**src/rtl/jtkicker_pkg.sv**
```systemverilog
// Shared definitions for the jtkicker graphics ROM arbiter:
// FSM state encoding, client indices and the transaction timeout limit.
package jtkicker_pkg;

  typedef enum logic [1:0] {
    ST_IDLE     = 2'd0,
    ST_REQ      = 2'd1,
    ST_WAIT_DST = 2'd2
  } gfx_state_t;

  localparam logic CLI_SCR = 1'b0;
  localparam logic CLI_OBJ = 1'b1;

  // Cycle count in REQ/WAIT_DST after which an unanswered transaction is dropped
  localparam int unsigned TMO_MAX = 63;

endpackage

```
**src/rtl/jtkicker_gfx_slot.sv**
```systemverilog
// Per-client cache slot: remembers the last served address, a valid bit and
// the last delivered word, and derives the client's ok / pending status.
module jtkicker_gfx_slot #(
  parameter int AW = 13
) (
  input  logic          clk,
  input  logic          rst,
  input  logic          cs,
  input  logic [AW-1:0] addr,
  input  logic          wr,
  input  logic [AW-1:0] wr_addr,
  input  logic [31:0]   wr_data,
  output logic [31:0]   data,
  output logic          ok,
  output logic          pending
);

  logic [AW-1:0] served_q;
  logic          valid_q;
  logic [31:0]   data_q;
  logic          match;

  // Capture a completed delivery: word, the address it was fetched for, valid
  always_ff @(posedge clk or posedge rst) begin
    if (rst) begin
      served_q <= '0;
      valid_q  <= 1'b0;
      data_q   <= '0;
    end else if (wr) begin
      served_q <= wr_addr;
      valid_q  <= 1'b1;
      data_q   <= wr_data;
    end
  end

  assign match   = (addr == served_q);
  assign ok      = cs & valid_q & match;
  assign pending = cs & (~valid_q | ~match);
  assign data    = data_q;

endmodule

```
**src/rtl/jtkicker_gfx_arb.sv**
```systemverilog
// Two-client SDRAM arbiter for the scroll and object graphics ROMs.
// Scroll has fixed priority; the object client is forced through after
// STARVE consecutive scroll grants made while it was waiting.
// Optional feature: define JTKICKER_GFX_TIMEOUT_EN to abort transactions
// that stay unanswered for 63 cycles and raise the sticky err flag.
module jtkicker_gfx_arb
  import jtkicker_pkg::*;
#(
  parameter int                  SDRAM_AW   = 22,
  parameter int                  SCR_AW     = 13,
  parameter int                  OBJ_AW     = 14,
  parameter logic [SDRAM_AW-1:0] SCR_OFFSET = 22'h0,
  parameter logic [SDRAM_AW-1:0] OBJ_OFFSET = 22'h2000,
  parameter int                  STARVE     = 3
) (
  input  logic                clk,
  input  logic                rst,
  input  logic                scr_cs,
  input  logic [SCR_AW-1:0]   scr_addr,
  output logic [31:0]         scr_data,
  output logic                scr_ok,
  input  logic                obj_cs,
  input  logic [OBJ_AW-1:0]   obj_addr,
  output logic [31:0]         obj_data,
  output logic                obj_ok,
  output logic [SDRAM_AW-1:0] sdram_addr,
  output logic                sdram_req,
  input  logic                sdram_ack,
  input  logic                sdram_dst,
  input  logic [31:0]         sdram_data,
  output logic                err
);

  localparam int              SW       = (STARVE < 1) ? 1 : $clog2(STARVE + 1);
  localparam logic [SW-1:0]   STARVE_W = SW'(STARVE);

  gfx_state_t          st_q, st_d;
  logic                req_q, req_d;
  logic [SDRAM_AW-1:0] addr_q, addr_d;
  logic                cli_q, cli_d;
  logic [SW-1:0]       starve_q, starve_d;
  logic [SCR_AW-1:0]   scr_lat_q, scr_lat_d;
  logic [OBJ_AW-1:0]   obj_lat_q, obj_lat_d;
  logic                store;
  logic                scr_pend, obj_pend, obj_win;
`ifdef JTKICKER_GFX_TIMEOUT_EN
  logic [5:0]          tmo_q, tmo_d;
  logic                err_q, err_d;
`endif

  jtkicker_gfx_slot #(.AW(SCR_AW)) u_scr (
    .clk(clk), .rst(rst), .cs(scr_cs), .addr(scr_addr),
    .wr(store && (cli_q == CLI_SCR)), .wr_addr(scr_lat_q), .wr_data(sdram_data),
    .data(scr_data), .ok(scr_ok), .pending(scr_pend)
  );

  jtkicker_gfx_slot #(.AW(OBJ_AW)) u_obj (
    .clk(clk), .rst(rst), .cs(obj_cs), .addr(obj_addr),
    .wr(store && (cli_q == CLI_OBJ)), .wr_addr(obj_lat_q), .wr_data(sdram_data),
    .data(obj_data), .ok(obj_ok), .pending(obj_pend)
  );

  assign obj_win = obj_pend & (~scr_pend | (starve_q == STARVE_W));

  // Next-state: arbitration in IDLE, request handshake, data capture, timeout
  always_comb begin
    st_d      = st_q;
    req_d     = req_q;
    addr_d    = addr_q;
    cli_d     = cli_q;
    starve_d  = starve_q;
    scr_lat_d = scr_lat_q;
    obj_lat_d = obj_lat_q;
    store     = 1'b0;
    case (st_q)
      ST_IDLE: begin
        if (scr_pend || obj_pend) begin
          st_d  = ST_REQ;
          req_d = 1'b1;
          if (obj_win) begin
            cli_d     = CLI_OBJ;
            obj_lat_d = obj_addr;
            addr_d    = OBJ_OFFSET + SDRAM_AW'(obj_addr);
            starve_d  = '0;
          end else begin
            cli_d     = CLI_SCR;
            scr_lat_d = scr_addr;
            addr_d    = SCR_OFFSET + SDRAM_AW'(scr_addr);
            if (obj_pend && (starve_q != STARVE_W)) starve_d = starve_q + SW'(1);
          end
        end
      end
      ST_REQ: begin
        if (sdram_ack) begin
          req_d = 1'b0;
          if (sdram_dst) begin
            store = 1'b1;
            st_d  = ST_IDLE;
          end else begin
            st_d  = ST_WAIT_DST;
          end
        end
      end
      ST_WAIT_DST: begin
        if (sdram_dst) begin
          store = 1'b1;
          st_d  = ST_IDLE;
        end
      end
      default: st_d = ST_IDLE;
    endcase
`ifdef JTKICKER_GFX_TIMEOUT_EN
    // A delivery in the expiry cycle still completes normally
    tmo_d = '0;
    err_d = err_q;
    if (st_q != ST_IDLE) begin
      tmo_d = tmo_q + 6'd1;
      if (!store && (tmo_q == 6'(TMO_MAX))) begin
        st_d  = ST_IDLE;
        req_d = 1'b0;
        tmo_d = '0;
        err_d = 1'b1;
      end
    end
`endif
  end

  // State and transaction registers
  always_ff @(posedge clk or posedge rst) begin
    if (rst) begin
      st_q      <= ST_IDLE;
      req_q     <= 1'b0;
      addr_q    <= '0;
      cli_q     <= CLI_SCR;
      starve_q  <= '0;
      scr_lat_q <= '0;
      obj_lat_q <= '0;
    end else begin
      st_q      <= st_d;
      req_q     <= req_d;
      addr_q    <= addr_d;
      cli_q     <= cli_d;
      starve_q  <= starve_d;
      scr_lat_q <= scr_lat_d;
      obj_lat_q <= obj_lat_d;
    end
  end

`ifdef JTKICKER_GFX_TIMEOUT_EN
  // Timeout counter and sticky error flag
  always_ff @(posedge clk or posedge rst) begin
    if (rst) begin
      tmo_q <= '0;
      err_q <= 1'b0;
    end else begin
      tmo_q <= tmo_d;
      err_q <= err_d;
    end
  end
  assign err = err_q;
`else
  assign err = 1'b0;
`endif

  assign sdram_req  = req_q;
  assign sdram_addr = addr_q;

endmodule
```
**config.mk**
```make
export PLATFORM = sky130hd
export DESIGN_NAME = jtkicker_gfx_arb
export DESIGN_NICKNAME = d
export VERILOG_FILES = /design/src/rtl/jtkicker_pkg.sv /design/src/rtl/jtkicker_gfx_slot.sv /design/src/rtl/jtkicker_gfx_arb.sv
export SDC_FILE = /design/constraint.sdc
export NUM_CORES = 1
export LEC_CHECK = 0
export CAP_MARGIN = 20
export CORE_ASPECT_RATIO = 1.4
export CORE_MARGIN = 10
export CORE_UTILIZATION = 45
export DETAILED_ROUTE_END_ITERATION = 8
export PLACE_DENSITY = 0.85
export REMOVE_ABC_BUFFERS = 1
export SLEW_MARGIN = 30
export SYNTH_ARGS = -nofsm -noshare
export SYNTH_HDL_FRONTEND = slang
export SYNTH_HIERARCHICAL = 1
export SYNTH_SLANG_ARGS = --single-unit
```
**constraint.sdc**
```tcl
create_clock -name clk -period 2.3 [get_ports clk]
set_input_delay 0.345 -clock clk [delete_from_list [all_inputs] [get_ports clk]]
set_output_delay 0.345 -clock clk [all_outputs]
set_load 0.05 [all_outputs]
```
==> impl_metrics.csv <==
group,metric,value,unit
synthesis,synth_area_leader_cell,"dfrtp_1",
power_and_ir_drop,pwr_density_cell,1630,nW/um^2
synthesis,synthCells,392,
synthesis,synthXorXnorAreaFrac,0.0403,
timing,fin_hold_ws,278,ps
drt,via_per_inst,5.25,
timing,worst_clock_skew,7.66,ps
drt,vias,3953,
power_and_ir_drop,clockPowerShare,0.204,
synthesis,synthFlopType,"dfrtp_1",
run,cap_violations,0,
synthesis,synth_cell_types,34,
critical_path,reg2reg_to,"scr_lat_q[11]",
clock_tree,cts_hold_buf,0,
drt,wl,16.4,mm
power_and_ir_drop,combPwrFrac,0.483,
drt,drtAntennaViolNets,0,
timing,slew_headroom,0.575,
clock_tree,h-tree-depth,4,
synthesis,ys_ff_latch,141,
critical_path,ff2ff_path_depth,8,
timing,fmax,0.437,GHz
timing,final-setup-viol-count,0,
critical_path,path_cells,"xnor2_2 > nand4_1 > nor4_2 > nor2b_1 > buf_4 > a21oi_4 > clkbuf_16 > mux2_2",
cells_and_area,fillers,871,
placement,hpwlAfterDp,11.4,mm
synthesis,synth_edf_count,0,
die,pin_count,155,
timing,tns,0,ps
synthesis,synthAdderAreaFrac,0.00852,
global_route,first_global_vias,4562,
timing,drv_slew,0,
critical_path,regToRegSetupSlack,10,ps
clock_tree,root_buffer,"clkbuf_16",
power_and_ir_drop,power.total,14.1,mW
synthesis,netlist_area,5870,sq um
die,die_w,117,um
critical_path,crit_type,"flop to flop",
power_and_ir_drop,p_switching,5.70,mW
timing,rsz0062_at_grt,"true",
clock_tree,clockBufferDepth,2,
cells_and_area,final_cell_count_no_fill,753,
synthesis,syn_avg_cell_area,15.0,sq um
global_route,antenna_found_initial,1,
clock_tree,cts_buffers,17,
cells_and_area,design_area,8680,sq um
timing,layout_setup_ws,11.1,ps
clock_tree,path_clk_slew,60,ps
global_route,track_usage,0.176,
synthesis,synth_top_family_by_area,"multiplexers",
power_and_ir_drop,p_seq_frac,0.313,
synthesis,yosysWarningCount,6,
placement,placed_area,7790,sq um
drt,first_iter_violations,111,
clock_tree,cts_tree,"yes",
critical_path,critPathRequiredTime,2600,ps
drt,wl_per_cell,21.8,um
clock_tree,clock_sinks,141,
placement,pre_cts_ws,-389,ps
critical_path,max_stage_delay,440,ps
die,start_util,0.458,
cells_and_area,regArea,3530,sq um
global_route,grt-ovfl-total,0,
placement,gp_congestion,0.806,
min_path,holdPathStages,2,
min_path,holdPathEnd,"obj_lat_q[8]",
critical_path,arrival,2590,ps
global_route,grt_max_degree,48,
cells_and_area,post-route-util,0.677,
status,status,"finished, final reports clean",
synthesis,synth-simple-area-share,0.0479,
synthesis,yosysSeqAreaShare,0.601,
synthesis,synthMostInstantiatedCell,"dfrtp_1",
placement,port_buffers,146,
critical_path,critPathLaunchType,"flop",
cells_and_area,nets,657,
die,die_y,155,um
synthesis,netlist_top_cells_count,"dfrtp_1, mux2_2, xnor2_1, buf_4, a221o_1",
die,placementRows,49,
critical_path,crit_buf_inv,2,
timing,tightest_slew,636,ps
timing,fin_crit,2290,ps
synthesis,yosysTopAreaCellShare,0.601,
cells_and_area,multi_input_area,2310,sq um
critical_path,path_delay_family,"simple AND/OR/NAND/NOR gates",
min_path,hold_class,"input pin to flop",
cells_and_area,drive_gt1_frac,0.367,
global_route,grt_pass1_wl,24.5,mm
critical_path,r2r-start,"u_obj/served_q[10]",
drt,firstDrtPassIters,4,
synthesis,synthTopCellsByArea,"dfrtp_1, mux2_2, xnor2_1",
min_path,min_from,"obj_addr[8]",
power_and_ir_drop,total_leakage_power,3.85,nW
die,coreArea,12800,sq um
clock_tree,clk-insertion-delay-late,410,ps
power_and_ir_drop,internal-power,8.44,mW
timing,post-route-period-util,0.995,
power_and_ir_drop,peakVddDrop,1.03,mV
synthesis,synth-compound-area-share,0.0371,
critical_path,critPathCaptureType,"flop",
power_and_ir_drop,switching_share,0.403,
placement,dp.cells,716,
critical_path,critPathMaxFanout,5,
cells_and_area,area_growth,47.7,%
synthesis,synthMuxAreaShare,0.228,
drt,drc,0,
critical_path,cpMaxStageDelayCell,"dfrtp_1",
synthesis,async_flop_share,1.00,
timing,hold_viol,0,
die,die-area,18100,sq um
[state kept, by name (all words and copies together), names as in the netlist]
register / flops
cli_q: 1
obj_lat_q: 14
scr_lat_q: 13
sdram_addr: 15
sdram_req: 1
st_q: 2
starve_q: 2
u_obj/data: 32
u_obj/served_q: 14
u_obj/valid_q: 1
u_scr/data: 32
u_scr/served_q: 13
u_scr/valid_q: 1
[routing by layer]
metal	up-vias	part of all wire	global-route usage
met5	-	0	0
met4	0	0.015	0.0579
met3	17	0.088	0.0758
met2	125	0.54	0.309
met1	2044	0.36	0.184
li1	1767	-	-
[cell type report]
type,instances,area share
Clock inverter,13,0.0219
Tap cell,153,0.0221
Timing Repair Buffer,194,0.232
Multi-Input combinational cell,228,0.266
Antenna cell,1,0.000288
Inverter,6,0.00260
Clock buffer,17,0.0490
Sequential cell,141,0.407
[what timing repair did]
| item | in CTS | in global routing |
|---|---|---|
| endpoints found under the setup margin | 1 | 22 |
| pin swaps | 0 | 21 |
| gates resized for setup | 1 | 40 |
| setup buffers | 0 | 4 |
| gates cloned | 0 | 3 |
[power groups by stage]
stage | Combinational, mW | Clock (mW) | Sequential (mW)
floorplan | 2.00 | 0 | 6.55
global placement | 6.41 | 0 | 4.31
detailed placement | 6.57 | 0 | 4.42
CTS | 6.62 | 2.93 | 4.40
global route | 7.13 | 3.05 | 4.57
finish | 6.83 | 2.88 | 4.43
[placed cells by master, fill, tap and decap left out, drive strengths merged, types with 2 or more instances in the layout]
cell | Yosys | layout
nor3b | 2 | 2
nand3 | 3 | 3
o21ai | 3 | 3
nand2b | 2 | 2
inv | 6 | 10
bufinv | 0 | 4
buf | 24 | 47
nand2 | 7 | 7
mux2 | 119 | 119
clkinvlp | 0 | 4
dfrtp | 141 | 141
nand4 | 6 | 6
clkbuf | 0 | 20
nor4 | 2 | 2
nor2b | 2 | 2
xnor2 | 27 | 27
dlymetal6s2s | 0 | 11
a221o | 13 | 13
conb | 1 | 8
a21oi | 3 | 3
and2 | 15 | 15
or2 | 3 | 3
clkdlybuf4s50 | 0 | 133
ha | 4 | 4
[worst max path at each step]
stage,startpoint,slack [ps],depth (start not counted),endpoint
floorplan,st_q[1],-2490,5,u_obj/data[0]
global placement,scr_addr[9],-310,9,obj_lat_q[8]
detailed placement,scr_addr[11],-390,9,obj_lat_q[10]
CTS,u_scr/served_q[9],2,8,obj_lat_q[11]
global route,u_scr/served_q[11],-80,8,obj_lat_q[3]
finish,u_obj/served_q[10],10,8,scr_lat_q[11]
[logic make-up after synthesis]
logic type,Yosys count
xor gates and xnor gates,27
buffers and inverters,30
DFF,141
other,1
and+or+nand+nor,46
AOI/OAI and AO/OA,24
adders and majority gates,4
muxes,119
Power figures use the tool's default switching activity.
==> RTL change, RTL diff (same settings) <==
Set the parameter `OBJ_AW` to 13 (it was 14).
--- a/src/rtl/jtkicker_gfx_arb.sv
+++ b/src/rtl/jtkicker_gfx_arb.sv
@@ -8,7 +8,7 @@
 #(
   parameter int                  SDRAM_AW   = 22,
   parameter int                  SCR_AW     = 13,
-  parameter int                  OBJ_AW     = 14,
+  parameter int                  OBJ_AW     = 13,
   parameter logic [SDRAM_AW-1:0] SCR_OFFSET = 22'h0,
   parameter logic [SDRAM_AW-1:0] OBJ_OFFSET = 22'h2000,
   parameter int                  STARVE     = 3
Ports: changed (resized obj_addr); port bits go from 155 to 154. No check against the original RTL was run, so the function may have changed too.
==> RTL change against the unedited design <==
  * Utilization decreased by 1.2 points
  * Critical endpoint is now sdram_addr[0]$_DFFE_PP0P_
  * Sequential share of layout area increased by 0.76 points
  * Via count decreased by 0.46%
  * Maximum frequency about the same
  * Largest power group unchanged
  * Sequential cell count decreased by 4
  * Wire length decreased by 3.2%
  * Power decreased by 4.8%
  * Cell count decreased by 1.2%
  * Cell area decreased by 4.6%
  * Die area decreased by 1.7%
  * Largest cell class unchanged
  * Setup slack improved by 1.5 ps
  * Sequential power decreased by 4%
  * Synthesized cell count increased by 0.51%
  * Synthesized area decreased by 2.0%
==> RTL change: results (changes against the unedited design) <==
DR pass1 iterations 4 (unchanged); post-DP HPWL 11600 um (+1.9%); top post-synthesis cells by count 137 x dfrtp_1, 111 x mux2_2, 26 x xnor2_1, 19 x buf_4, 8 x inv_1; sequential-to-total area share from yosys stat 59.5% (-0.54 points); largest net degree at the start of global routing 37 (-23%); ratio of cells with drive above 1 in the final layout 34.6% (-2.2 points); nets@finish 648 (-1.4%); min cycle time layout 2290 ps (-1.53 ps); GRT Util Overall 18.3% (+0.64 points); Clock Path Buffers 2 (unchanged); worst slack at placement -374 ps (+15.1 ps); Reg clk slew, reported paths 60 ps (about the same); async set or reset register ratio after synthesis 100% (unchanged); crit path DAT 2580 ps (about the same); met3 GRT Util 7.40% (-0.18 points); number of buffers added on ports 144 (-1.4%); Post-CTS Setup Bufs 0 (unchanged); yosys warns 6 (unchanged); clock buffer count from CTS 17 (unchanged); first-pass GRT wire length 24800 um (+1.2%); Synth area leaders dfrtp_1 60%, mux2_2 22%, xnor2_1 4.0%, buf_4 2.5%, a221o_1 1.2%; wirelength, routed 15900 um (-3.2%); Worst Reg-to-Reg Cells 7 (-1); routability cong. 0.814 (+0.91%); Slew headroom 62.8% (+5.3 points); Vias 3935 (-0.46%); Clock Skew 12.0 ps (+4.36 ps); H-tree depth 4 (unchanged); Hold Path Class input port to asynchronous set/reset pin; worst r2r src u_obj/served_q[0]$_DFFE_PP0P_; count of cell types in the netlist 38 (+12%); Leakage Power 3.64 nW (-5.5%); vias in the first global route 4533 (-0.64%); flop-to-flop setup slack 10 ps; GR Layer Usage met2 33.3% (+2.5 points); worst skew pair latency 410 ps (about the same); met1 usage 18.1% (-0.27 points); Iter 0 DRT Violations 150 (+35%); initial antenna violation count 1 (unchanged); slowest stage delay, CP 420 ps (-20 ps); root buf cell clkbuf_16; status finished, final reports clean; Setup crit end kind flop; worst vdd ir 0.00130 V (+26%); slowest stage cell on the critical path dfrtp_1; Startpoint Class flop; DR DRC count 0 (unchanged); crit path capture sdram_addr[0]$_DFFE_PP0P_; worst hold-check slack 300 ps (+22.0 ps); delay-heaviest family, CP simple AND/OR/NAND/NOR gates; crit path max fanout 4 (-1); r2r endpoint sdram_addr[0]$_DFFE_PP0P_
-- RTL change: changes by cell type after synthesis, moves of 6 or more --
cell | before | now
a21o_1 | 1 | 7
a221o_1 | 13 | 7
and2_1 | 12 | 2
and3_1 | 0 | 7
mux2_1 | 6 | 0
-- RTL change: final cells by class --
type	count	area [um2]
clock inverters	12	138
multi-input cells	230	2180
diodes	1	2.50
inverters	8	30.0
flip-flops and latches	137	3430
clock buffers	20	457
fillers	854	4160
well taps	150	188
repair buffers	186	1850
-- RTL change: repair_timing --
action | CTS | global route
gates resized for setup | 0 | 13
pin swaps | 0 | 2
endpoints found under the setup margin | 3 | 37
hold buffers | 0 | 0
-- RTL change: routing by layer --
metal | share of wire, % | routed length (um)
met1 | 34 | 5450
met2 | 55 | 8770
met3 | 8.3 | 1320
met4 | 2.0 | 318
met5 | 0 | 0
-- RTL change: power breakdown --
group          total (mW)  internal [mW]  leakage (nW)  switching (mW)
Sequential           4.25           3.57          1.69           0.678
Clock                2.71           1.66         0.276            1.05
Combinational        6.50           2.68          1.67            3.82
-- RTL change: stage by stage --
stage	instance area, um2	utilization (%)	cells	setup TNS, ps
2_1_floorplan	5580	-	375	-211350
5_1_grt	8280	66.6	744	-480
3_5_place_dp	7620	61.3	711	-12540
3_3_place_gp	7620	61.3	711	-11610
4_1_cts	8210	66.1	743	-29.8
6_report	8280	66.6	744	0
-- RTL change: cell families after synthesis --
family          share of synthesized area, %
flops                                   59.5
mux                                     22.5
simple gates                            4.28
compound gates                          4.72
buf+inv                                 4.09
xor+xnor                                3.95
fa+ha+maj                              0.869
other cells                           0.0651
